**src/rtl/id_ex_imm_pipe_pkg.sv**
```systemverilog
// ----------------------------------------------------------------------------
// id_ex_imm_pipe_pkg
// Shared CPU definitions for the decode/execute boundary. The package holds:
//   - the immediate-extension select encoding, which the decoder also uses,
//   - the bit positions of the instruction fields,
//   - the record of data fields carried from ID into EX.
// ----------------------------------------------------------------------------
package id_ex_imm_pipe_pkg;

  // Immediate-extension select, driven by the decoder.
  typedef enum logic [1:0] {
    EXT_SIGN   = 2'b00,
    EXT_ZERO   = 2'b01,
    EXT_LUI    = 2'b10,
    EXT_BRANCH = 2'b11
  } ext_op_e;

  // Bit positions of the MIPS instruction fields.
  localparam int unsigned RS_MSB    = 25;
  localparam int unsigned RS_LSB    = 21;
  localparam int unsigned RT_MSB    = 20;
  localparam int unsigned RT_LSB    = 16;
  localparam int unsigned RD_MSB    = 15;
  localparam int unsigned RD_LSB    = 11;
  localparam int unsigned SHAMT_MSB = 10;
  localparam int unsigned SHAMT_LSB = 6;
  localparam int unsigned IMM_MSB   = 15;
  localparam int unsigned IMM_LSB   = 0;

  // Data fields held in the ID/EX register. All zeros is the NOP bubble.
  typedef struct packed {
    logic [31:0] imm;
    logic [4:0]  rs;
    logic [4:0]  rt;
    logic [4:0]  rd;
    logic [4:0]  shamt;
    logic [31:0] pc;
  } ex_data_t;

  localparam ex_data_t EX_BUBBLE = '0;

endpackage : id_ex_imm_pipe_pkg

```
**src/rtl/id_ex_imm_pipe_imm_ext.sv**
```systemverilog
// ----------------------------------------------------------------------------
// imm_ext
// Combinational immediate-extension unit. It widens the 16-bit instruction
// immediate to 32 bits in one of four forms:
//   SIGN   : sign-extended
//   ZERO   : zero-extended
//   LUI    : immediate in the upper half, lower half zero
//   BRANCH : sign-extended word offset shifted left by two
// Ports:
//   imm16  in  16  instruction bits [15:0]
//   ext_op in  2   extension select (ext_op_e encoding)
//   imm32  out 32  extended immediate
// ----------------------------------------------------------------------------
module imm_ext
  import id_ex_imm_pipe_pkg::*;
(
  input  logic [15:0] imm16,
  input  logic [1:0]  ext_op,
  output logic [31:0] imm32
);

  always_comb begin
    // NOTE: give the output a value before the case so no path leaves it
    // unassigned; an unassigned path in always_comb infers a latch.
    imm32 = {{16{imm16[15]}}, imm16};
    case (ext_op_e'(ext_op))
      EXT_SIGN:   imm32 = {{16{imm16[15]}}, imm16};
      EXT_ZERO:   imm32 = {16'b0, imm16};
      EXT_LUI:    imm32 = {imm16, 16'b0};
      EXT_BRANCH: imm32 = {{14{imm16[15]}}, imm16, 2'b00};
      default:    imm32 = {{16{imm16[15]}}, imm16};
    endcase
  end

endmodule : imm_ext

```
**src/rtl/id_ex_imm_pipe.sv**
```systemverilog
// ----------------------------------------------------------------------------
// id_ex_imm_pipe
// ID/EX pipeline register with the immediate-extension unit in front of it.
// It registers the extended immediate, the register specifiers, shamt and the
// PC, obeys stall/flush from the hazard unit, and keeps a saturating count of
// stalled cycles for performance debug.
// Update order on each rising edge: reset, flush (bubble), stall (hold),
// valid ID (load), idle ID (bubble).
// Ports:
//   clk        in   1      system clock, rising edge
//   rst        in   1      asynchronous active-high reset
//   id_valid   in   1      ID holds a real instruction
//   id_instr   in   32     instruction word from IF/ID
//   id_pc      in   32     PC of id_instr
//   id_ext_op  in   2      extension select
//   ex_stall   in   1      hold EX contents
//   ex_flush   in   1      squash the instruction entering EX
//   id_ready   out  1      ID may advance (!ex_stall)
//   ex_valid   out  1      EX holds a real instruction
//   ex_imm     out  32     registered extended immediate
//   ex_rs/rt/rd out 5      registered register specifiers
//   ex_shamt   out  5      registered shift amount
//   ex_pc      out  32     registered PC
//   stall_cnt  out  CNT_W  saturating count of stalled cycles
// ----------------------------------------------------------------------------
module id_ex_imm_pipe
  import id_ex_imm_pipe_pkg::*;
#(
  parameter int unsigned CNT_W = 16
)
(
  input  logic             clk,
  input  logic             rst,
  input  logic             id_valid,
  input  logic [31:0]      id_instr,
  input  logic [31:0]      id_pc,
  input  logic [1:0]       id_ext_op,
  input  logic             ex_stall,
  input  logic             ex_flush,
  output logic             id_ready,
  output logic             ex_valid,
  output logic [31:0]      ex_imm,
  output logic [4:0]       ex_rs,
  output logic [4:0]       ex_rt,
  output logic [4:0]       ex_rd,
  output logic [4:0]       ex_shamt,
  output logic [31:0]      ex_pc,
  output logic [CNT_W-1:0] stall_cnt
);

  logic [31:0]      imm32;
  ex_data_t         id_data;

  logic             ex_valid_d, ex_valid_q;
  ex_data_t         ex_data_d,  ex_data_q;
  logic [CNT_W-1:0] stall_cnt_d, stall_cnt_q;

  imm_ext u_imm_ext (
    .imm16  (id_instr[IMM_MSB:IMM_LSB]),
    .ext_op (id_ext_op),
    .imm32  (imm32)
  );

  // Fields presented by ID this cycle.
  always_comb begin
    id_data.imm   = imm32;
    id_data.rs    = id_instr[RS_MSB:RS_LSB];
    id_data.rt    = id_instr[RT_MSB:RT_LSB];
    id_data.rd    = id_instr[RD_MSB:RD_LSB];
    id_data.shamt = id_instr[SHAMT_MSB:SHAMT_LSB];
    id_data.pc    = id_pc;
  end

  // Next-state for the EX register. A flushed instruction is dropped, so
  // flush overrides stall; an idle ID slot also turns into a bubble.
  always_comb begin
    ex_valid_d = ex_valid_q;
    ex_data_d  = ex_data_q;
    if (ex_flush) begin
      ex_valid_d = 1'b0;
      ex_data_d  = EX_BUBBLE;
    end else if (ex_stall) begin
      ex_valid_d = ex_valid_q;
      ex_data_d  = ex_data_q;
    end else if (id_valid) begin
      ex_valid_d = 1'b1;
      ex_data_d  = id_data;
    end else begin
      ex_valid_d = 1'b0;
      ex_data_d  = EX_BUBBLE;
    end
  end

  // Stall counter counts every stalled edge, including ones a flush overrides,
  // and sticks at all-ones.
  always_comb begin
    stall_cnt_d = stall_cnt_q;
    if (ex_stall && (stall_cnt_q != '1)) begin
      stall_cnt_d = stall_cnt_q + CNT_W'(1);
    end
  end

  // NOTE: sequential state uses non-blocking assignments so every flop samples
  // the pre-edge values regardless of statement order.
  always_ff @(posedge clk or posedge rst) begin
    if (rst) begin
      ex_valid_q  <= 1'b0;
      ex_data_q   <= EX_BUBBLE;
      stall_cnt_q <= '0;
    end else begin
      ex_valid_q  <= ex_valid_d;
      ex_data_q   <= ex_data_d;
      stall_cnt_q <= stall_cnt_d;
    end
  end

  assign id_ready  = !ex_stall;
  assign ex_valid  = ex_valid_q;
  assign ex_imm    = ex_data_q.imm;
  assign ex_rs     = ex_data_q.rs;
  assign ex_rt     = ex_data_q.rt;
  assign ex_rd     = ex_data_q.rd;
  assign ex_shamt  = ex_data_q.shamt;
  assign ex_pc     = ex_data_q.pc;
  assign stall_cnt = stall_cnt_q;

endmodule : id_ex_imm_pipe

```
**config.mk**
```make
export PLATFORM = sky130hd
export DESIGN_NAME = id_ex_imm_pipe
export DESIGN_NICKNAME = d
export VERILOG_FILES = /design/src/rtl/id_ex_imm_pipe_pkg.sv /design/src/rtl/id_ex_imm_pipe_imm_ext.sv /design/src/rtl/id_ex_imm_pipe.sv
export SDC_FILE = /design/constraint.sdc
export NUM_CORES = 1
export LEC_CHECK = 0
export BUFFER_PORTS_ARGS = -buffer_cell sky130_fd_sc_hd__clkbuf_2
export CORE_MARGIN = 5
export CORE_UTILIZATION = 33
export DETAILED_ROUTE_END_ITERATION = 8
export SYNTH_ARGS = -nofsm -noshare
export SYNTH_HDL_FRONTEND = slang
export SYNTH_SLANG_ARGS = --single-unit
```
**constraint.sdc**
```tcl
create_clock -name clk -period 7.9 [get_ports clk]
set_input_delay 1.58 -clock clk [delete_from_list [all_inputs] [get_ports clk]]
set_output_delay 1.58 -clock clk [all_outputs]
set_load 0.005 [all_outputs]
```
# After elaboration in Yosys (flattened, before gate mapping)
# Index checks and enable logic that the tools add are counted.
# W data, S select, Z words.
[totals]
register_bits = 101
inputBits = 71
out_inout_bits = 102
[op_classes]
addsub = 1
eq_ne = 5
muxes = 7
reduce_logical = 3
[ops]
columns = ["op", "count"]
rows = [
  ["$mux W84", 3],
  ["$pmux W32 S4", 1],
  ["$add A16 B1 Y16 const B", 1],
  ["$ne A16 B16 Y1 const B", 1],
  ["$eq A2 B2 Y1 const B", 2],
  ["$mux W1", 3],
  ["$eq A2 B1 Y1 const B", 1],
  ["$logic_not A2 Y1", 1],
  ["$ne A2 B1 Y1 const B", 1],
  ["$logic_and A1 B1 Y1", 1],
  ["$logic_not A1 Y1", 1],
]

# Depth between registers and ports, before layout
# Gate-level depths: netlist of run 1.
[depth]
depth_word = 5
ltp_mapped = 6

# Modules after synthesis
# A second synthesis of run 1 with hierarchy kept.
[hier_totals]
hier_cells = 329
area_unflattened_um2 = 4316.6
[by_module_without_submodules]
columns = ["mod", "instances", "cells_each", "area_each_um2", "seq_area_each_um2"]
rows = [
  ["id_ex_imm_pipe", 1, 269, 3804.9, 2527.4],
  ["imm_ext", 1, 60, 511.7, 0.0],
]

# Worst setup path after synthesis of run 1
# No wires, ideal clock.
[synth_timing]
path_kind = "input to output"
from = "input port ex_stall"
to = "output port id_ready"
arrival_ps = 1652
required_time_ps = 6320
slack_ps = 4668
stages = 1
n_path_buf = 0
cell_sequence = "inv_1"
[synth_via]
elab_chain_len = 1
[synth_lines]
columns = ["element", "line_no", "rtl"]
rows = [
  ["from (decl)", "id_ex_imm_pipe.sv:38", "input logic ex_stall,"],
  ["$logic_not A1 Y1", "id_ex_imm_pipe.sv:117", "assign id_ready = !ex_stall;"],
  ["to (decl)", "id_ex_imm_pipe.sv:40", "output logic id_ready,"],
]
# Every way passes these cells.

# Final worst setup path of run 1
# Ends and elaborated chain as after synthesis.

==> results of run 1 <==
area by class of cell:
type                    instances  share of cell area (%)
flip-flops and latches        101                    47.2
repair buffers                171                    16.2
inverters                       5                   0.398
clock buffers                  14                    5.31
well taps                     147                    3.44
clock inverters                 2                   0.725
multi-input cells             218                    26.7
cells by family (layout without fill, tap and decap cells):
kind of cell / after synthesis / in the layout
multiplexers: 2 / 2
AO/OA/AOI/OAI: 115 / 115
flip-flops: 101 / 101
buffers and inverters: 26 / 192
AND/OR/NAND/NOR: 87 / 87
XOR/XNOR: 13 / 13
adder cells (fa/ha/maj): 1 / 1
power breakdown:
| group | leakage (uW) | internal, uW | switching, uW | total, uW |
|---|---|---|---|---|
| registers | 0.00137 | 552 | 39.9 | 592 |
| logic | 0.00131 | 72.0 | 86.2 | 158 |
| clock network | 0.000159 | 281 | 190 | 471 |
| total | 0.00284 | 905 | 316 | 1220 |
through the flow:
step	instances	utilization [%]	cell area, um2	hold slack, ns
after global placement	642	41.9	5030	0.456
after CTS	658	44.5	5350	0.477
after detailed placement	642	41.9	5030	0.458
after global routing	658	44.5	5350	0.499
after floorplan	345	-	4050	0.463
final	658	44.5	5350	0.477
per-layer routing:
metal,up-vias,GRT usage (%),share of wire [%]
li1,1572,-,-
met1,1676,20.7,43
met2,122,24.9,47
met3,15,5.00,8.1
met4,0,6.16,1.6
met5,-,0,0
tightest hold or removal path: stages, from the launching register on:
cell and delay (ns):
dfrtp_1 0.35, nand2_1 0.05, nand2_1 0.05
registers in the layout, summed over array words and instances, names as in the netlist:
| signal | flops |
|---|---|
| ex_imm | 32 |
| ex_pc | 32 |
| stall_cnt | 16 |
| ex_rd | 5 |
| ex_rs | 5 |
| ex_rt | 5 |
| ex_shamt | 5 |
| ex_valid | 1 |
worst max path at each step:
stage	from	end	slack, ns
after floorplan	rst	ex_imm[0]	3.67
after global placement	ex_stall	id_ready	4.31
after detailed placement	ex_stall	id_ready	4.29
after CTS	ex_stall	id_ready	4.29
after global routing	ex_stall	id_ready	4.27
final	ex_stall	id_ready	4.29
layout by cell type (no fill, tap or decap), types with 6 or more instances in the layout:
master / count
clkbuf_2: 166
dfrtp_1: 101
a22o_1: 54
nand2_1: 38
a21oi_1: 28
o21ai_0: 26
nor2b_1: 11
clkbuf_16: 9
nand3_1: 7
nor2_1: 7
xnor2_1: 7
xor2_1: 6
==> out/metrics.csv, run 1 <==
stage;metric;value;unit
status;status;finished, final reports clean;
floorplanning;die_x;121;um
worst_setup_path;cp_slowest_cell;inv_1;
sta;setup_ws;4.29;ns
placed_design;io_buffers;166;
synthesis;synth-simple-area-share;10.9;%
synthesis;synth.area.mux_share;0.649;%
worst_setup_path;worstPathArrival;2.03;ns
sta;tightestPinTransition;0.936;ns
floorplanning;start_util;33.7;%
layout;multi_input_area;1430;um2
detailed_routing;wire_per_inst;17.4;um
synthesis;synthTopCellsByCount;dfrtp_1, a22o_1, nand2_1;
layout;nNetsFinal;578;
placed_design;preCtsSetupSlack;4.29;ns
power;leakagePower;0.00284;uW
synthesis;synth_largest_area_cell;dfrtp_1;
layout;syn_to_final_growth;32.2;%
power;ir_worst_vdd;95.0;uV
min_path;hold_depth;2;
worst_setup_path;timing.rr.end;stall_cnt[1];
worst_setup_path;crit_required;6.32;ns
worst_setup_path;path_delay_family;buffers and inverters;
detailed_routing;drc;0;
synthesis;synth_edf_count;0;
global_routing;gr-total-overflow;0;
synthesis;synth_top_family_by_area;compound AO/OA/AOI/OAI gates;
synthesis;synth-xor-area-share;2.81;%
sta;setup_viol;0;
clock_tree;cts_num_sinks;101;
worst_setup_path;timing.rr.start;stall_cnt[0];
floorplanning;io_pins;173;
global_routing;grt_pass1_wl;18100;um
worst_setup_path;ff2ff_setup_slack;6.05;ns
clock_tree;cts.path.max_buffers;2;
worst_setup_path;cp-end-kind;output pin;
synthesis;netlist_instances;345;
synthesis;synth_compound_area_share;20.2;%
detailed_routing;wl;11400;um
sta;period_share;45.7;%
sta;hold_violations;0;
flow_run;drv_cap;0;
sta;finClkSkew;0.00309;ns
synthesis;syn-num-nets;417;
detailed_routing;drtIter0Drc;135;
detailed_routing;drt-pass1-iter-count;4;
clock_tree;path_clk_slew;0.07;ns
layout;final-seq-area;2530;um2
global_routing;grt_max_degree;86;
clock_tree;cts_resized;0;
sta;tns;0;ns
synthesis;synth_cell_type_count;31;
sta;period_needed;3.61;ns
synthesis;synth_fa_ha_area_share;0.309;%
power;powerDensity;228;nW/um2
clock_tree;numCtsBuffers;9;
sta;finalMaxSlewViolations;0;
placed_design;dp_hpwl;8050;um
sta;rsz0062_at_grt;false;
synthesis;synth_most_common_cell;dfrtp_1;
synthesis;synth-async-reset-ratio;100;%
clock_tree;cts_max_level;3;
synthesis;synth.area.top_cells;dfrtp_1, a22o_1, nand2_1, a21oi_1, o21ai_0;
global_routing;antenna_found_initial;0;
worst_setup_path;crit_type;in2out;
layout;fillers;1154;
floorplanning;row_count;40;
global_routing;track_usage;15.9;%
placed_design;gp_congestion;0.782;
floorplanning;die_y;121;um
clock_tree;cts_setup_buffers;0;
synthesis;syn_area_per_cell;11.7;um2
worst_setup_path;critPathMostFrequentCell;clkbuf_2;
clock_tree;root_buffer;clkbuf_16;
layout;drive_gt1_share;38.2;%
worst_setup_path;cp_max_fo;5;
worst_setup_path;crit_buf_inv;3;
worst_setup_path;cp.depth;3;
detailed_routing;routed_via_density;5.14;
min_path;min-delay-start;ex_imm[4];
synthesis;synth_top_flop_cell;dfrtp_1;
synthesis;yosysWarningCount;0;
floorplanning;core_area;12000;um2
clock_tree;cts_hold_buf;0;
power;power;1220;uW
clock_tree;clk_latency;0.35;ns
synthesis;synth-seq-area-share;62.4;%
detailed_routing;via_count;3385;
synthesis;syn-cell-area;4050;um2
min_path;whs_endpoint;ex_imm[4];
worst_setup_path;slowest_delay;0.16;ns
worst_setup_path;crit_chain;clkbuf_2 > inv_1 > clkbuf_2;
synthesis;synth_seq_cells;101;
sta;fmax;277;MHz
layout;antennaDiodeCount;0;
clock_tree;cts_tree;done;
floorplanning;die_area;14600;um2
detailed_routing;final_antenna_net_count;0;
synthesis;synth_top_area_share;62.4;%
worst_setup_path;r2r_cells;4;
global_routing;first_global_vias;3462;
min_path;min_path_type;reg2reg;
worst_setup_path;start_kind;input pin;
sta;slew_headroom;37.6;%
Power figures use the tool's default switching activity.
==> run 2: changes to the inputs <==
Settings changed: ABC_AREA set to 1.
Clock period 7.9 ns to 3.3 ns, I/O delays scaled along.
==> run 2 against run 1 <==
Against the previous run:
- die area rose by 7.1%
- clock power rose by 140%
- hold slack got worse by 0.030 ns
- count of clock-buffer cells in the layout fell by 4
- register-to-register slack got worse by 4.4 ns
- first-iteration DRC count rose by 68%
- highest routed layer unchanged
==> out/metrics.csv, run 2 <==
stage;metric;value;unit;change
power;leakagePower;0.00298;uW;+4.8%
clock_tree;path_clk_slew;0.07;ns;about the same
min_path;min_path_type;in2async;;
clock_tree;cts_max_level;3;;unchanged
layout;antennaDiodeCount;0;;unchanged
power;power;2980;uW;+140%
synthesis;synth_top_area_share;58.0;%;-4.5 points
worst_setup_path;crit_type;in2reg;;
floorplanning;die_x;125;um;+3.5%
floorplanning;die_y;125;um;+3.5%
clock_tree;clk_latency;0.34;ns;about the same
floorplanning;io_pins;173;;unchanged
floorplanning;row_count;42;;+5.0%
sta;setup_viol;0;;unchanged
power;ir_worst_vdd;246;uV;+160%
synthesis;synth.area.top_cells;dfrtp_1, a22o_1, nand2_1, nand3_1, inv_1;;
placed_design;gp_congestion;0.822;;+5.0%
layout;syn_to_final_growth;29.3;%;
clock_tree;cts_hold_buf;0;;unchanged
sta;slew_headroom;46.3;%;+8.8 points
flow_run;drv_cap;0;;unchanged
sta;tns;0;ns;unchanged
sta;hold_violations;0;;unchanged
sta;finClkSkew;0.0103;ns;+0.00716 ns
sta;fmax;555;MHz;
synthesis;syn-num-nets;493;;+18%
detailed_routing;drtIter0Drc;227;;+68%
layout;drive_gt1_share;36.5;%;-1.7 points
synthesis;synth-async-reset-ratio;100;%;unchanged
detailed_routing;drt-pass1-iter-count;4;;unchanged
global_routing;track_usage;15.1;%;-0.80 points
detailed_routing;wire_per_inst;15.4;um;-11%
global_routing;grt_max_degree;68;;-21%
synthesis;synth_edf_count;0;;unchanged
clock_tree;root_buffer;clkbuf_16;;
worst_setup_path;cp_max_fo;42;;+37
global_routing;antenna_found_initial;0;;unchanged
layout;final_cell_mix;clkbuf_2, dfrtp_1, nand2_1;;
detailed_routing;wl;11700;um;+2.3%
synthesis;synth_top_flop_cell;dfrtp_1;;
synthesis;syn_area_per_cell;10.4;um2;-12%
synthesis;synth_most_common_cell;dfrtp_1;;
synthesis;synthTopCellsByCount;dfrtp_1, nand2_1, a22o_1;;
clock_tree;cts_resized;0;;unchanged
status;status;finished, final reports clean;;
clock_tree;cts_num_sinks;101;;unchanged
detailed_routing;via_count;3741;;+11%
clock_tree;cts_tree;done;;
sta;finalMaxSlewViolations;0;;unchanged
layout;nNetsFinal;649;;+12%
worst_setup_path;cp-end-kind;register;;
synthesis;yosysWarningCount;0;;unchanged
worst_setup_path;crit_required;3.57;ns;-2.75 ns
synthesis;netlist_instances;421;;+22%
global_routing;first_global_vias;3812;;+10%
placed_design;dp_hpwl;8440;um;+5.0%
clock_tree;cts.path.max_buffers;2;;unchanged
worst_setup_path;worstPathArrival;2.07;ns;+0.04 ns
sta;period_share;54.6;%;
sta;hold_ws;0.447;ns;-0.0297 ns
sta;tightestPinTransition;0.803;ns;-0.133 ns
synthesis;synth-seq-area-share;58.0;%;-4.5 points
global_routing;grt_pass1_wl;19700;um;+8.5%
global_routing;gr-total-overflow;0;;unchanged
layout;mostFrequentLayoutCell;clkbuf_2;;
worst_setup_path;ff2ff_setup_slack;1.64;ns;-4.41 ns
floorplanning;core_area;13100;um2;+8.9%
clock_tree;numCtsBuffers;9;;unchanged
floorplanning;die_area;15600;um2;+7.1%
synthesis;synth_seq_cells;101;;unchanged
placed_design;io_buffers;166;;unchanged
synthesis;synth_cell_type_count;30;;-3.2%
power;powerDensity;529;nW/um2;+130%
floorplanning;start_util;33.3;%;-0.38 points
detailed_routing;drc;0;;unchanged
detailed_routing;routed_via_density;4.94;;-3.9%
detailed_routing;final_antenna_net_count;0;;unchanged
sta;rsz0062_at_grt;false;;
layout;fillers;1292;;+12%
sta;period_needed;1.80;ns;
worst_setup_path;start_kind;input pin;;
synthesis;synth_largest_area_cell;dfrtp_1;;
synthesis;syn-cell-area;4360;um2;+7.7%
clock_tree;cts_setup_buffers;0;;unchanged
-- run 2: logic make-up after synthesis --
logic type / count (synthesis) / share of synthesized area (%)
and+or+nand+nor: 156 / 16.3
AOI/OAI and AO/OA: 107 / 18.1
DFF: 101 / 58.0
buffers and inverters: 48 / 5.74
xor gates and xnor gates: 8 / 1.61
adders and majority gates: 1 / 0.287
-- run 2: layout make-up --
| type | instances | area, um2 | share of cell area, % |
|---|---|---|---|
| flip-flops and latches | 101 | 2530 | 44.8 |
| multi-input cells | 272 | 1590 | 28.2 |
| repair buffers | 169 | 878 | 15.6 |
| clock buffers | 10 | 239 | 4.24 |
| well taps | 176 | 220 | 3.91 |
| inverters | 24 | 101 | 1.80 |
| clock inverters | 5 | 82.6 | 1.47 |
-- run 2: stage by stage --
step	utilization (%)	setup slack, ns	cell area (um2)	instances
floorplan	-	1.44	4360	421
global placement	40.6	1.16	5310	742
CTS	43.1	1.49	5640	757
global route	43.1	1.36	5640	757
finish	43.1	1.50	5640	757
detailed placement	40.6	1.13	5310	742
-- run 2: layer usage --
layer  wire length [um]  track usage, %  vias to the layer above
li1                   -               -                     1775
met1               5230            19.9                     1829
met2               5430            24.0                      122
met3                847            4.95                       15
met4                181            4.72                        0
met5                  0               0                        -
-- run 2: power by group --
group	switching (uW)	internal [uW]	total, uW
Combinational	247	181	429
Sequential	85.9	1320	1410
Clock	460	686	1150
Total	793	2190	2980
-- run 2: worst max-delay path, stage by stage --
cell	delay, ns
clkbuf_2	0.13
inv_2	0.15
nand3b_4	0.16
inv_4	0.36
buf_4	0.39
a22o_1	0.19
-- run 2: path summary, 6_finish.rpt --
kind | endpoint | cells after the start | start
worst max-delay path | ex_pc[20] | 6 | ex_stall
max in group asynchronous | ex_rs[2] | 3 | rst
worst min register to register | ex_valid | 2 | ex_valid
min in group clk | ex_valid | 2 | ex_valid
worst max register to register | stall_cnt[11] | 8 | stall_cnt[0]
worst min-delay path | stall_cnt[1] | 2 | rst
